--- config.mk ---
export PLATFORM = sky130hd
export DESIGN_NAME = jmp_dispatch_buf
export DESIGN_NICKNAME = d
export VERILOG_FILES = /design/src/rtl/jmp_pkg.sv /design/src/rtl/jmp_dispatch_ctrl.sv /design/src/rtl/jmp_dispatch_buf.sv
export SDC_FILE = /design/constraint.sdc
export NUM_CORES = 1
export LEC_CHECK = 0
export ABC_AREA = 1
export BUFFER_PORTS_ARGS = -buffer_cell sky130_fd_sc_hd__buf_2
export CAP_MARGIN = 20
export CORE_MARGIN = 2
export CORE_UTILIZATION = 40
export DETAILED_ROUTE_END_ITERATION = 8
export GPL_ROUTABILITY_DRIVEN = 1
export PLACE_DENSITY = 0.7
export SYNTH_ARGS = -nofsm -noshare
export SYNTH_HDL_FRONTEND = slang
export SYNTH_SLANG_ARGS = --single-unit
export TNS_END_PERCENT = 100
--- constraint.sdc ---
create_clock -name clk -period 3.41 [get_ports clk]
set_input_delay 0.341 -clock clk [delete_from_list [all_inputs] [get_ports clk]]
set_output_delay 0.341 -clock clk [all_outputs]
set_load 0.005 [all_outputs]
--- src/rtl/jmp_pkg.sv ---
// Shared jump-uop definitions for rename, the dispatch buffer and the jump IQ.
package jmp_pkg;

  localparam int PREG_W = 6;
  localparam int AREG_W = 5;
  localparam int XLEN   = 32;
  localparam int POS_W  = 6;

  typedef struct packed {
    logic [POS_W-1:0]  pos;
    logic [PREG_W-1:0] prd;
    logic [PREG_W-1:0] prs1;
    logic              prs1_valid;
    logic [PREG_W-1:0] prs2;
    logic              prs2_valid;
    logic [2:0]        funct3;
    logic [6:0]        funct7;
    logic [AREG_W-1:0] rs1;
    logic [AREG_W-1:0] rs2;
    logic [AREG_W-1:0] rd;
    logic [XLEN-1:0]   pc;
  } jmp_uop_t;

  localparam int JMP_UOP_W = $bits(jmp_uop_t);

  // Free IQ slots visible this cycle; no_free wins if both flags are raised.
  function automatic logic [1:0] iq_free_f(input logic no_free, input logic one_free);
    if (no_free) return 2'd0;
    else if (one_free) return 2'd1;
    else return 2'd2;
  endfunction

endpackage

--- src/rtl/jmp_dispatch_ctrl.sv ---
// Pointer/occupancy bookkeeping for jmp_dispatch_buf; decides push, pop and bypass counts.
// Optional same-cycle bypass enabled by defining JMP_DISP_BYPASS_EN.
module jmp_dispatch_ctrl
  import jmp_pkg::*;
#(
  parameter int DEPTH = 4
) (
  input  logic                      clk,
  input  logic                      reset,
  input  logic                      flush,
  input  logic                      in_valid1,
  input  logic                      in_valid2,
  input  logic                      no_free_iq_jmp,
  input  logic                      one_free_iq_jmp,
  output logic                      in_ready,
  output logic [$clog2(DEPTH):0]    occupancy,
  output logic [$clog2(DEPTH)-1:0]  rd_idx,
  output logic [$clog2(DEPTH)-1:0]  wr_idx,
  output logic [1:0]                disp_n,
  output logic [1:0]                buf_pop_n,
  output logic [1:0]                in_take_n,
  output logic [1:0]                wr_n
);

  localparam int IW = $clog2(DEPTH);
  localparam int PW = IW + 1;
  localparam logic [PW-1:0] RDY_MAX = PW'(DEPTH - 2);

  logic [PW-1:0] r_rd_ptr;
  logic [PW-1:0] r_wr_ptr;
  logic [PW-1:0] r_occ;

  logic       w_in_ready;
  logic [1:0] w_push_n;
  logic [1:0] w_iq_free;
  logic [1:0] w_buf_avail;
  logic [1:0] w_avail;
  logic [2:0] w_avail_sum;
  logic [1:0] w_disp_n;
  logic [1:0] w_buf_pop;
  logic [1:0] w_in_take;
  logic [1:0] w_wr_n;

  // in_ready depends on registered occupancy only, so rename never sees IQ flags.
  assign w_in_ready = (r_occ <= RDY_MAX);
  assign w_iq_free  = iq_free_f(no_free_iq_jmp, one_free_iq_jmp);

  always_comb begin
    w_push_n    = 2'd0;
    w_avail_sum = 3'd0;
    w_avail     = 2'd0;
    w_disp_n    = 2'd0;
    w_buf_pop   = 2'd0;
    w_in_take   = 2'd0;
    if (!flush && w_in_ready)
      w_push_n = {1'b0, in_valid1} + {1'b0, in_valid2};
    w_buf_avail = (r_occ >= PW'(2)) ? 2'd2 : r_occ[1:0];
`ifdef JMP_DISP_BYPASS_EN
    // Buffered entries are older than incoming uops, so they fill the slots first.
    w_avail_sum = {1'b0, w_buf_avail} + {1'b0, w_push_n};
    w_avail     = (w_avail_sum >= 3'd2) ? 2'd2 : w_avail_sum[1:0];
`else
    w_avail     = w_buf_avail;
`endif
    if (!flush)
      w_disp_n = (w_avail < w_iq_free) ? w_avail : w_iq_free;
`ifdef JMP_DISP_BYPASS_EN
    w_buf_pop = (w_disp_n < w_buf_avail) ? w_disp_n : w_buf_avail;
    w_in_take = w_disp_n - w_buf_pop;
`else
    w_buf_pop = w_disp_n;
    w_in_take = 2'd0;
`endif
    w_wr_n = w_push_n - w_in_take;
  end

  always_ff @(posedge clk or negedge reset) begin
    if (!reset) begin
      r_rd_ptr <= '0;
      r_wr_ptr <= '0;
      r_occ    <= '0;
    end else if (flush) begin
      r_rd_ptr <= '0;
      r_wr_ptr <= '0;
      r_occ    <= '0;
    end else begin
      r_rd_ptr <= r_rd_ptr + PW'(w_buf_pop);
      r_wr_ptr <= r_wr_ptr + PW'(w_wr_n);
      r_occ    <= r_occ + PW'(w_wr_n) - PW'(w_buf_pop);
    end
  end

  assign in_ready  = w_in_ready;
  assign occupancy = r_occ;
  assign rd_idx    = r_rd_ptr[IW-1:0];
  assign wr_idx    = r_wr_ptr[IW-1:0];
  assign disp_n    = w_disp_n;
  assign buf_pop_n = w_buf_pop;
  assign in_take_n = w_in_take;
  assign wr_n      = w_wr_n;

endmodule

--- src/rtl/jmp_dispatch_buf.sv ---
// Dual-issue rename->jump-IQ dispatch buffer; storage and slot muxing, control in jmp_dispatch_ctrl.
// Same-cycle bypass of incoming uops is enabled by defining JMP_DISP_BYPASS_EN.
module jmp_dispatch_buf
  import jmp_pkg::*;
#(
  parameter int DEPTH = 4,
  parameter int UOP_W = JMP_UOP_W
) (
  input  logic                   clk,
  input  logic                   reset,
  input  logic                   flush,
  input  logic                   in_valid1,
  input  logic [UOP_W-1:0]       in_uop1,
  input  logic                   in_valid2,
  input  logic [UOP_W-1:0]       in_uop2,
  output logic                   in_ready,
  input  logic                   no_free_iq_jmp,
  input  logic                   one_free_iq_jmp,
  output logic                   ins_valid1_jmp,
  output logic [UOP_W-1:0]       uop1_jmp,
  output logic                   ins_valid2_jmp,
  output logic [UOP_W-1:0]       uop2_jmp,
  output logic [$clog2(DEPTH):0] occupancy
);

  localparam int IW = $clog2(DEPTH);

  logic [UOP_W-1:0] r_mem [DEPTH];

  logic [IW-1:0]    w_rd_idx;
  logic [IW-1:0]    w_wr_idx;
  logic [IW-1:0]    w_rd_idx1;
  logic [IW-1:0]    w_wr_idx1;
  logic [1:0]       w_disp_n;
  logic [1:0]       w_buf_pop;
  logic [1:0]       w_in_take;
  logic [1:0]       w_wr_n;
  logic [UOP_W-1:0] w_cin0;
  logic [UOP_W-1:0] w_cin1;
  logic [UOP_W-1:0] w_wr_uop0;

  jmp_dispatch_ctrl #(.DEPTH(DEPTH)) u_ctrl (
    .clk             (clk),
    .reset           (reset),
    .flush           (flush),
    .in_valid1       (in_valid1),
    .in_valid2       (in_valid2),
    .no_free_iq_jmp  (no_free_iq_jmp),
    .one_free_iq_jmp (one_free_iq_jmp),
    .in_ready        (in_ready),
    .occupancy       (occupancy),
    .rd_idx          (w_rd_idx),
    .wr_idx          (w_wr_idx),
    .disp_n          (w_disp_n),
    .buf_pop_n       (w_buf_pop),
    .in_take_n       (w_in_take),
    .wr_n            (w_wr_n)
  );

  // A lone in_valid2 behaves as slot 1 so the buffer stays dense.
  assign w_cin0    = in_valid1 ? in_uop1 : in_uop2;
  assign w_cin1    = in_uop2;
  assign w_wr_uop0 = (w_in_take == 2'd0) ? w_cin0 : w_cin1;
  assign w_rd_idx1 = w_rd_idx + 1'b1;
  assign w_wr_idx1 = w_wr_idx + 1'b1;

  always_ff @(posedge clk) begin
    if (w_wr_n != 2'd0) r_mem[w_wr_idx]  <= w_wr_uop0;
    if (w_wr_n == 2'd2) r_mem[w_wr_idx1] <= w_cin1;
  end

  // Slot k carries the k-th oldest of {buffer, incoming}; buf_pop_n equals disp_n without bypass.
  always_comb begin
    uop1_jmp = (w_buf_pop != 2'd0) ? r_mem[w_rd_idx] : w_cin0;
    if (w_buf_pop == 2'd2)      uop2_jmp = r_mem[w_rd_idx1];
    else if (w_buf_pop == 2'd1) uop2_jmp = w_cin0;
    else                        uop2_jmp = w_cin1;
  end

  assign ins_valid1_jmp = (w_disp_n != 2'd0);
  assign ins_valid2_jmp = (w_disp_n == 2'd2);

  a_no_drop: assert property (@(posedge clk) disable iff (!reset)
    ((in_valid1 || in_valid2) && !flush) |-> in_ready)
    else $error("rename pushed while in_ready=0");

endmodule
==> results of run 1 <==
==> worst min-delay path by stage <==
| stage | startpoint | endpoint | slack, ns | cells after the start |
|---|---|---|---|---|
| after global routing | flush | u_ctrl.occupancy[0] | 0.1 | 2 |
| after global placement | reset | u_ctrl.r_wr_ptr[1] | 0.18 | 1 |
| after CTS | flush | u_ctrl.r_rd_ptr[1] | 0.06 | 2 |
| after detailed placement | reset | u_ctrl.r_wr_ptr[1] | 0.19 | 1 |
| final | flush | u_ctrl.r_rd_ptr[1] | 0.08 | 2 |
| after floorplan | reset | u_ctrl.occupancy[0] | 0.05 | 0 |
==> final cells by class <==
cell class              instances  area, um2
fillers                      5779      31550
clock buffers                  51       1041
well taps                     773      967.2
repair buffers                409       2601
diodes                          1      2.502
clock inverters                21      271.5
multi-input cells            2309      11270
flip-flops and latches        339      10150
inverters                     276       1055
==> synth_stat cells, drive strengths merged (61+ instances only) <==
master and n:
o21ai 747, edfxtp 332, inv 276, clkbuf 95, nand4 83, a21oi 61, o22ai 83, nand2 830
nor2 346, nand3 90, buf 163
==> repair_timing <==
item,4_1_cts,5_1_grt
hold endpoints to repair,7,0
setup buffers,0,2
hold buffers,1,0
pin swaps,1,3
cloned,2,2
gates resized for setup,11,20
setup endpoints to repair,146,122
==> flip-flops by register name, indices dropped and copies added, names as in the netlist <==
signal	flops
u_ctrl.r_wr_ptr	2
u_ctrl.r_rd_ptr	2
u_ctrl.occupancy	3
r_mem	332
==> per-layer routing <==
layer	share of wire [%]	track usage, %	up-vias
met5	0.022	0	-
met4	2.7	8.436	2
met3	9.3	4.401	148
met2	48	43.46	1161
met1	40	32.51	10860
li1	-	-	11180
==> worst max-delay path, stage by stage, from the launching register on <==
cell and delay, ns:
dfrtp_2 0.48, inv_2 0.11, nand2_1 0.12, ha_1 0.31, inv_1 0.06, nand2_1 0.08
a21oi_4 0.26, nand2_8 0.15, nand2_8 0.13, inv_12 0.08, buf_12 0.17, nand2_1 0.16
nand2_1 0.09, buf_2 0.13
==> logic make-up (layout without fill, tap and decap cells) <==
family / count (synthesis) / count (layout) / synth area share, %
AO/OA/AOI/OAI: 917 / 917 / 21.95
XOR/XNOR: 4 / 4 / 0.1473
adder cells (fa/ha/maj): 9 / 9 / 0.5363
buffers and inverters: 534 / 757 / 10.66
flip-flops: 339 / 339 / 42.63
multiplexers: 26 / 26 / 1.094
other: 0 / 1 / 0
AND/OR/NAND/NOR: 1350 / 1353 / 22.97
==> through the flow <==
stage / power (W) / util, %
global route: 0.01674 / 46.44
global placement: 0.01122 / 43.89
CTS: 0.01577 / 46.23
finish: 0.01590 / 46.45
floorplan: 0.008998 / -
detailed placement: 0.01130 / 43.89
==> power by group <==
group | leakage [nW] | switching, W | total (W) | internal [W]
clock | 0.640 | 0.00181 | 0.00444 | 0.00263
combinational | 8.44 | 0.00416 | 0.00622 | 0.00206
sequential | 3.09 | 0.000217 | 0.00524 | 0.00502
==> results by group, run 1 <==
Yosys
  • Post-synthesis instance total: 3179
  • Synth async-reset ratio: just over 2%
  • Portion of synthesized cell area occupied by the leading cell type: 41.90%
  • Number of synthesized flops with an enable pin: 332
  • Most instantiated flip-flop cell in the synthesis netlist: edfxtp_1
  • Main area contributors after synthesis: edfxtp_1, nand2_1, o21ai_0
  • Post-Syn Area per Cell: around 7.5 um2
  • Library cell occupying the most area in the post-synthesis netlist: edfxtp_1
  • Sequential area share after synthesis: 42.63%
  • Netlist Area Pre-Place: 23800 um2
  • Distinct cells, synth: 31
  • Warning count from the yosys run: 0
  • Number of synthesized register bits: roughly 340
  • Mapped Nets: around 3400

Global routing
  • GR Overflow Total: 0
  • Number of antenna violations at the first check in global routing: 2
  • Total global routing track utilization: roughly 25%
  • Maximum number of pins on one net before global-route repair: roughly 170
  • Number of global-route vias before repair: 21670
  • First-pass GRT wire length: 120600 um

Route
  • Detailed Route Iter0 Violations: 2324
  • Via count: 23350
  • Residual DRC count: 0
  • Antenna viol nets, final: 0
  • Average detailed-routed wire length per instance: 19.34 um
  • Drt via density: 5.588
  • 1st-pass router iterations: 8
  • Routed Wire Length: between 80000 and 90000 um

Die
  • Initial standard-cell utilization of the core: between 40% and 50%
  • Floorplan die area: 61450 um2
  • X dimension of the die: 247.9 um
  • Die span in y: between 200 and 250 um
  • Num ports: 345
  • Core region area: 58910 um2
  • # rows: 89

Finish
  • Share of cells above drive strength 1: 18.33%
  • Cell Count, Final, Fillers Out: 4179
  • Final net count: 3556
  • Area growth from synthesis to layout: 14.98%
  • Most frequent standard cell in the layout excluding fill and tap cells: nand2_1
  • Highest-count cells in the layout ignoring fill and taps: nand2_1, o21ai_0, nor2_1, buf_2, edfxtp_1
  • Post-route cell area: 27360 um2

STA
  • Max Freq: 306.8 MHz
  • Number of max-slew violations in the final report: 0
  • Worst Hold Slack: 0.08459 ns
  • Count of final hold-check violations: 0
  • Min cycle time layout: 3.259 ns
  • Clock skew after layout: 0.02494 ns
  • Final worst-path setup slack: 0.1507 ns
  • Setup repair after global routing missed its margin: false
  • Max transition margin: approximately two fifths
  • Setup-violating endpoint count in the final report: 0
  • Setup TNS Final: 0 ns
  • Slew of the pin with the lowest slew margin: 0.8916 ns
  • Share of the cycle needed by the critical path after routing: 95.58%

Critical path
  • Critical Path End: uop2_jmp[40]
  • Worst reg2reg startpoint: u_ctrl.occupancy[1]
  • Reg2Reg Setup Slack: 0.50 ns
  • Origin of the worst setup path: u_ctrl.occupancy[1]
  • Crit path DAT: around 3 ns
  • R2r endpoint: u_ctrl.occupancy[2]
  • Classification of the worst setup path: reg2out
  • Worst reg2reg path depth: 15
  • Required time at the endpoint of the critical path: a little over 3 ns
  • Sort of element at the start of the critical path: flip-flop
  • Critical Path Sink Type: primary output
  • Critical path fanouts, max: 22

Status
  • Status: complete, no violations

Placement
  • Placer's final routability congestion estimate: 0.8064
  • Post-detail-place hpwl: between 40000 and 50000 um
  • Buffers on Ports: roughly 340
  • Post-DP Area: 25850 um2
  • Setup slack at placement: 0.3819 ns
  • Number of placed cells counting well taps: 4099

Clock network
  • Depth of the CTS H-tree: 2
  • Clock tree from TritonCTS: built
  • Number of buffers inserted during clock tree synthesis: 39
  • Clock sink total: around 340
  • Clock-pin slew on the worst setup and hold paths: 0.06 ns
  • Clock latency at the later pin of the worst-skew pair: 0.57 ns
  • Root Buffer Master: clkbuf_16
  • Maximum root-to-sink buffer count: 3

Power and ir drop
  • Max rail drop VDD: approximately 0.45 mV
  • Pwr per Cell Area: 581.1 nW/um2
  • LEAKAGE: 12.17 nW

Job
  • Max-cap viol count: 0

Hold path
  • Type of the worst min-delay path: in2reg
No activity file was read; power rests on OpenSTA's default activity.
==> run 2: changes to the inputs <==
--- a/config.mk
+++ b/config.mk
@@ -13,6 +13,7 @@
 export DETAILED_ROUTE_END_ITERATION = 8
 export GPL_ROUTABILITY_DRIVEN = 1
 export PLACE_DENSITY = 0.7
+export RECOVER_POWER = 25
 export SYNTH_ARGS = -nofsm -noshare
 export SYNTH_HDL_FRONTEND = slang
 export SYNTH_SLANG_ARGS = --single-unit
==> results by group, run 2 (same netlist as run 1, synthesis figures left out) <==
Route
  • Antenna viol nets, final: 0 (unchanged)
  • Via count: 23330 (-0.081%)
  • 1st-pass router iterations: 6 (-2)
  • Average detailed-routed wire length per instance: 19.40 um (+0.34%)
  • Routed Wire Length: 81080 um (+0.34%)
  • Drt via density: 5.584 (about the same)
  • Residual DRC count: 0 (unchanged)
  • Detailed Route Iter0 Violations: 2338 (+0.60%)

Finish
  • Highest-count cells in the layout ignoring fill and taps: nand2_1, o21ai_0, nor2_1, buf_2, edfxtp_1
  • Biggest register: r_mem
  • Most frequent standard cell in the layout excluding fill and tap cells: nand2_1
  • Final net count: 3556 (unchanged)
  • Post-route cell area: 26990 um2 (-1.3%)
  • FILL cells: 5871 (+1.6%)
  • Number of flip-flops in the largest register: 332 (unchanged)
  • Area growth from synthesis to layout: 13.43%
  • Share of cells above drive strength 1: 16.09% (-2.2 points)

Global routing
  • GR Layer Usage met2: 43.46% (unchanged)
  • Number of global-route vias before repair: 21670 (unchanged)
  • Met3 capacity usage during global routing: 4.401% (unchanged)
  • Total global routing track utilization: 25.43% (unchanged)
  • GRT Max-Usage Layer: met2
  • Number of antenna violations at the first check in global routing: 2 (unchanged)
  • GR Overflow Total: 0 (unchanged)
  • Global routing usage on met1: 32.51% (unchanged)
  • Maximum number of pins on one net before global-route repair: 167 (unchanged)
  • First-pass GRT wire length: 120600 um (unchanged)

Clock network
  • Root Buffer Master: clkbuf_16
  • Number of buffers inserted during clock tree synthesis: 39 (unchanged)
  • Clock tree from TritonCTS: built
  • Clock sink total: 339 (unchanged)
  • Maximum root-to-sink buffer count: 3 (unchanged)
  • Clock-pin slew on the worst setup and hold paths: 0.06 ns (about the same)
  • Clock latency at the later pin of the worst-skew pair: 0.57 ns (about the same)
  • Depth of the CTS H-tree: 2 (unchanged)

STA
  • Clock skew after layout: 0.02226 ns (-0.002675 ns)
  • Max transition margin: 9.200% (-31 points)
  • Setup repair after global routing missed its margin: false
  • Count of final hold-check violations: 0 (unchanged)
  • Slew of the pin with the lowest slew margin: 1.362 ns (+0.4704 ns)
  • Setup TNS Final: 0 ns (unchanged)
  • Share of the cycle needed by the critical path after routing: 94.51% (-1.1 points)
  • Min cycle time layout: 3.223 ns (-0.03637 ns)
  • Number of max-slew violations in the final report: 0 (unchanged)
  • Setup-violating endpoint count in the final report: 0 (unchanged)
  • Max Freq: 310.3 MHz (+1.1%)

Critical path
  • Crit path DAT: 2.88 ns (-0.04 ns)
  • Required time at the endpoint of the critical path: 3.07 ns (about the same)
  • Critical path fanouts, max: 22 (unchanged)
  • Cells along the critical path: inv_2 -> nand2_1 -> ha_1 -> inv_1 -> nand2_1 -> a21oi_4 -> nand2_8 -> nand2_8 -> inv_12 -> buf_12 -> nand2_1 -> nand2_1 -> buf_2
  • Slowest Stage Delay on Critical Path: 0.46 ns (-0.02 ns)
  • Critical Path Sink Type: primary output
  • Slowest CP cell: dfrtp_2
  • CP most frequent cell: nand2_1
  • Sort of element at the start of the critical path: flip-flop
  • Classification of the worst setup path: reg2out

Placement
  • Post-detail-place hpwl: 47960 um (unchanged)
  • Buffers on Ports: 344 (unchanged)
  • Post-DP Area: 25850 um2 (unchanged)
  • Placer's final routability congestion estimate: 0.8064 (unchanged)

Hold path
  • Type of the worst min-delay path: in2reg

Die
  • Core region area: 58910 um2 (unchanged)
  • X dimension of the die: 247.9 um (unchanged)
  • Initial standard-cell utilization of the core: 40.39% (unchanged)
  • Die span in y: 247.9 um (unchanged)
  • Num ports: 345 (unchanged)
  • # rows: 89 (unchanged)
  • Floorplan die area: 61450 um2 (unchanged)

Power and ir drop
  • Max rail drop VDD: 0.4509 mV (+0.31%)
  • LEAKAGE: 12.06 nW (-0.89%)
  • Pwr per Cell Area: 585.6 nW/um2 (+0.78%)
  • Power after layout: 0.01581 W (-0.57%)

Job
  • Max-cap viol count: 0 (unchanged)

Status
  • Status: complete, no violations
-- run 2: cell types whose count changed in the layout (fill, tap and decap cells not counted), moves of 2 or more --
cell      before  now
buf_4         33   30
buf_2        343  341
nand3_4        5    2
o21ai_2      120   53
clkbuf_1      10   14
nand3_1       85   88
o21ai_1      253  183
o21ai_0      374  511
nand2_4       10    8
buf_12        27   24
clkbuf_2       0    3
-- run 2: metal layers --
| layer | wire length, um | vias up |
|---|---|---|
| met4 | 2246 | 2 |
| met5 | 18 | - |
| met1 | 32030 | 10810 |
| li1 | - | 11150 |
| met3 | 8021 | 156 |
| met2 | 38770 | 1218 |
-- run 2: final timing paths --
path / startpoint / to / slack [ns] / cells past startpoint
setup / recovery: u_ctrl.occupancy[1] / uop2_jmp[40] / 0.19 / 13
hold / removal: flush / u_ctrl.r_rd_ptr[1] / 0.09 / 2
setup reg to reg: u_ctrl.occupancy[2] / r_mem[3][79] / 0.30 / 7
hold reg to reg: u_ctrl.r_wr_ptr[0] / u_ctrl.r_wr_ptr[0] / 0.71 / 3
max in group asynchronous: reset / u_ctrl.r_rd_ptr[0] / 2.78 / 2
min in group asynchronous: reset / u_ctrl.occupancy[1] / 0.30 / 2
-- run 2: where the power goes --
part           internal, W  switching, W
clock              0.00263       0.00182
sequential         0.00502      0.000212
combinational      0.00201       0.00411
total              0.00966       0.00614
-- run 2: repair_timing --
item / 4_1_cts / 5_1_grt
endpoints found under the setup margin: 146 / 122
endpoints found under the hold margin: 7 / 0
pin swaps: 1 / 3
hold buffers: 1 / 0
gates cloned: 2 / 2
gates resized for setup: 11 / 20
buffers inserted: 0 / 2
-- run 2: metrics by stage --
step / hold WS, ns / cells / util, % / worst slack (ns)
6_report: 0.08672 / 4179 / 45.82 / 0.1871
5_1_grt: 0.09553 / 4178 / 45.82 / 0.02660
4_1_cts: 0.05620 / 4174 / 46.23 / 0.02161
3_5_place_dp: 0.1918 / 4099 / 43.89 / 0.3819
3_3_place_gp: 0.1840 / 4099 / 43.89 / 0.4276
2_1_floorplan: 0.04541 / 3179 / - / 0.7647
-- run 2: worst max-delay path, delay by kind of cell, from the launching register on --
kind / cells / cell delay, ns
buffers and inverters: 5 / 0.54
flip-flops: 1 / 0.46
AO/OA/AOI/OAI: 1 / 0.26
adder cells (fa/ha/maj): 1 / 0.30
AND/OR/NAND/NOR: 6 / 0.72
-- run 2: layout make-up --
class / instances / area, um2 / area share, %
inverters: 276 / 1055 / 3.908
clock inverters: 21 / 271.5 / 1.006
diodes: 1 / 2.502 / 0.009271
repair buffers: 409 / 2546 / 9.433
flip-flops and latches: 339 / 10150 / 37.62
well taps: 773 / 967.2 / 3.583
multi-input cells: 2309 / 10960 / 40.59
clock buffers: 51 / 1041 / 3.857
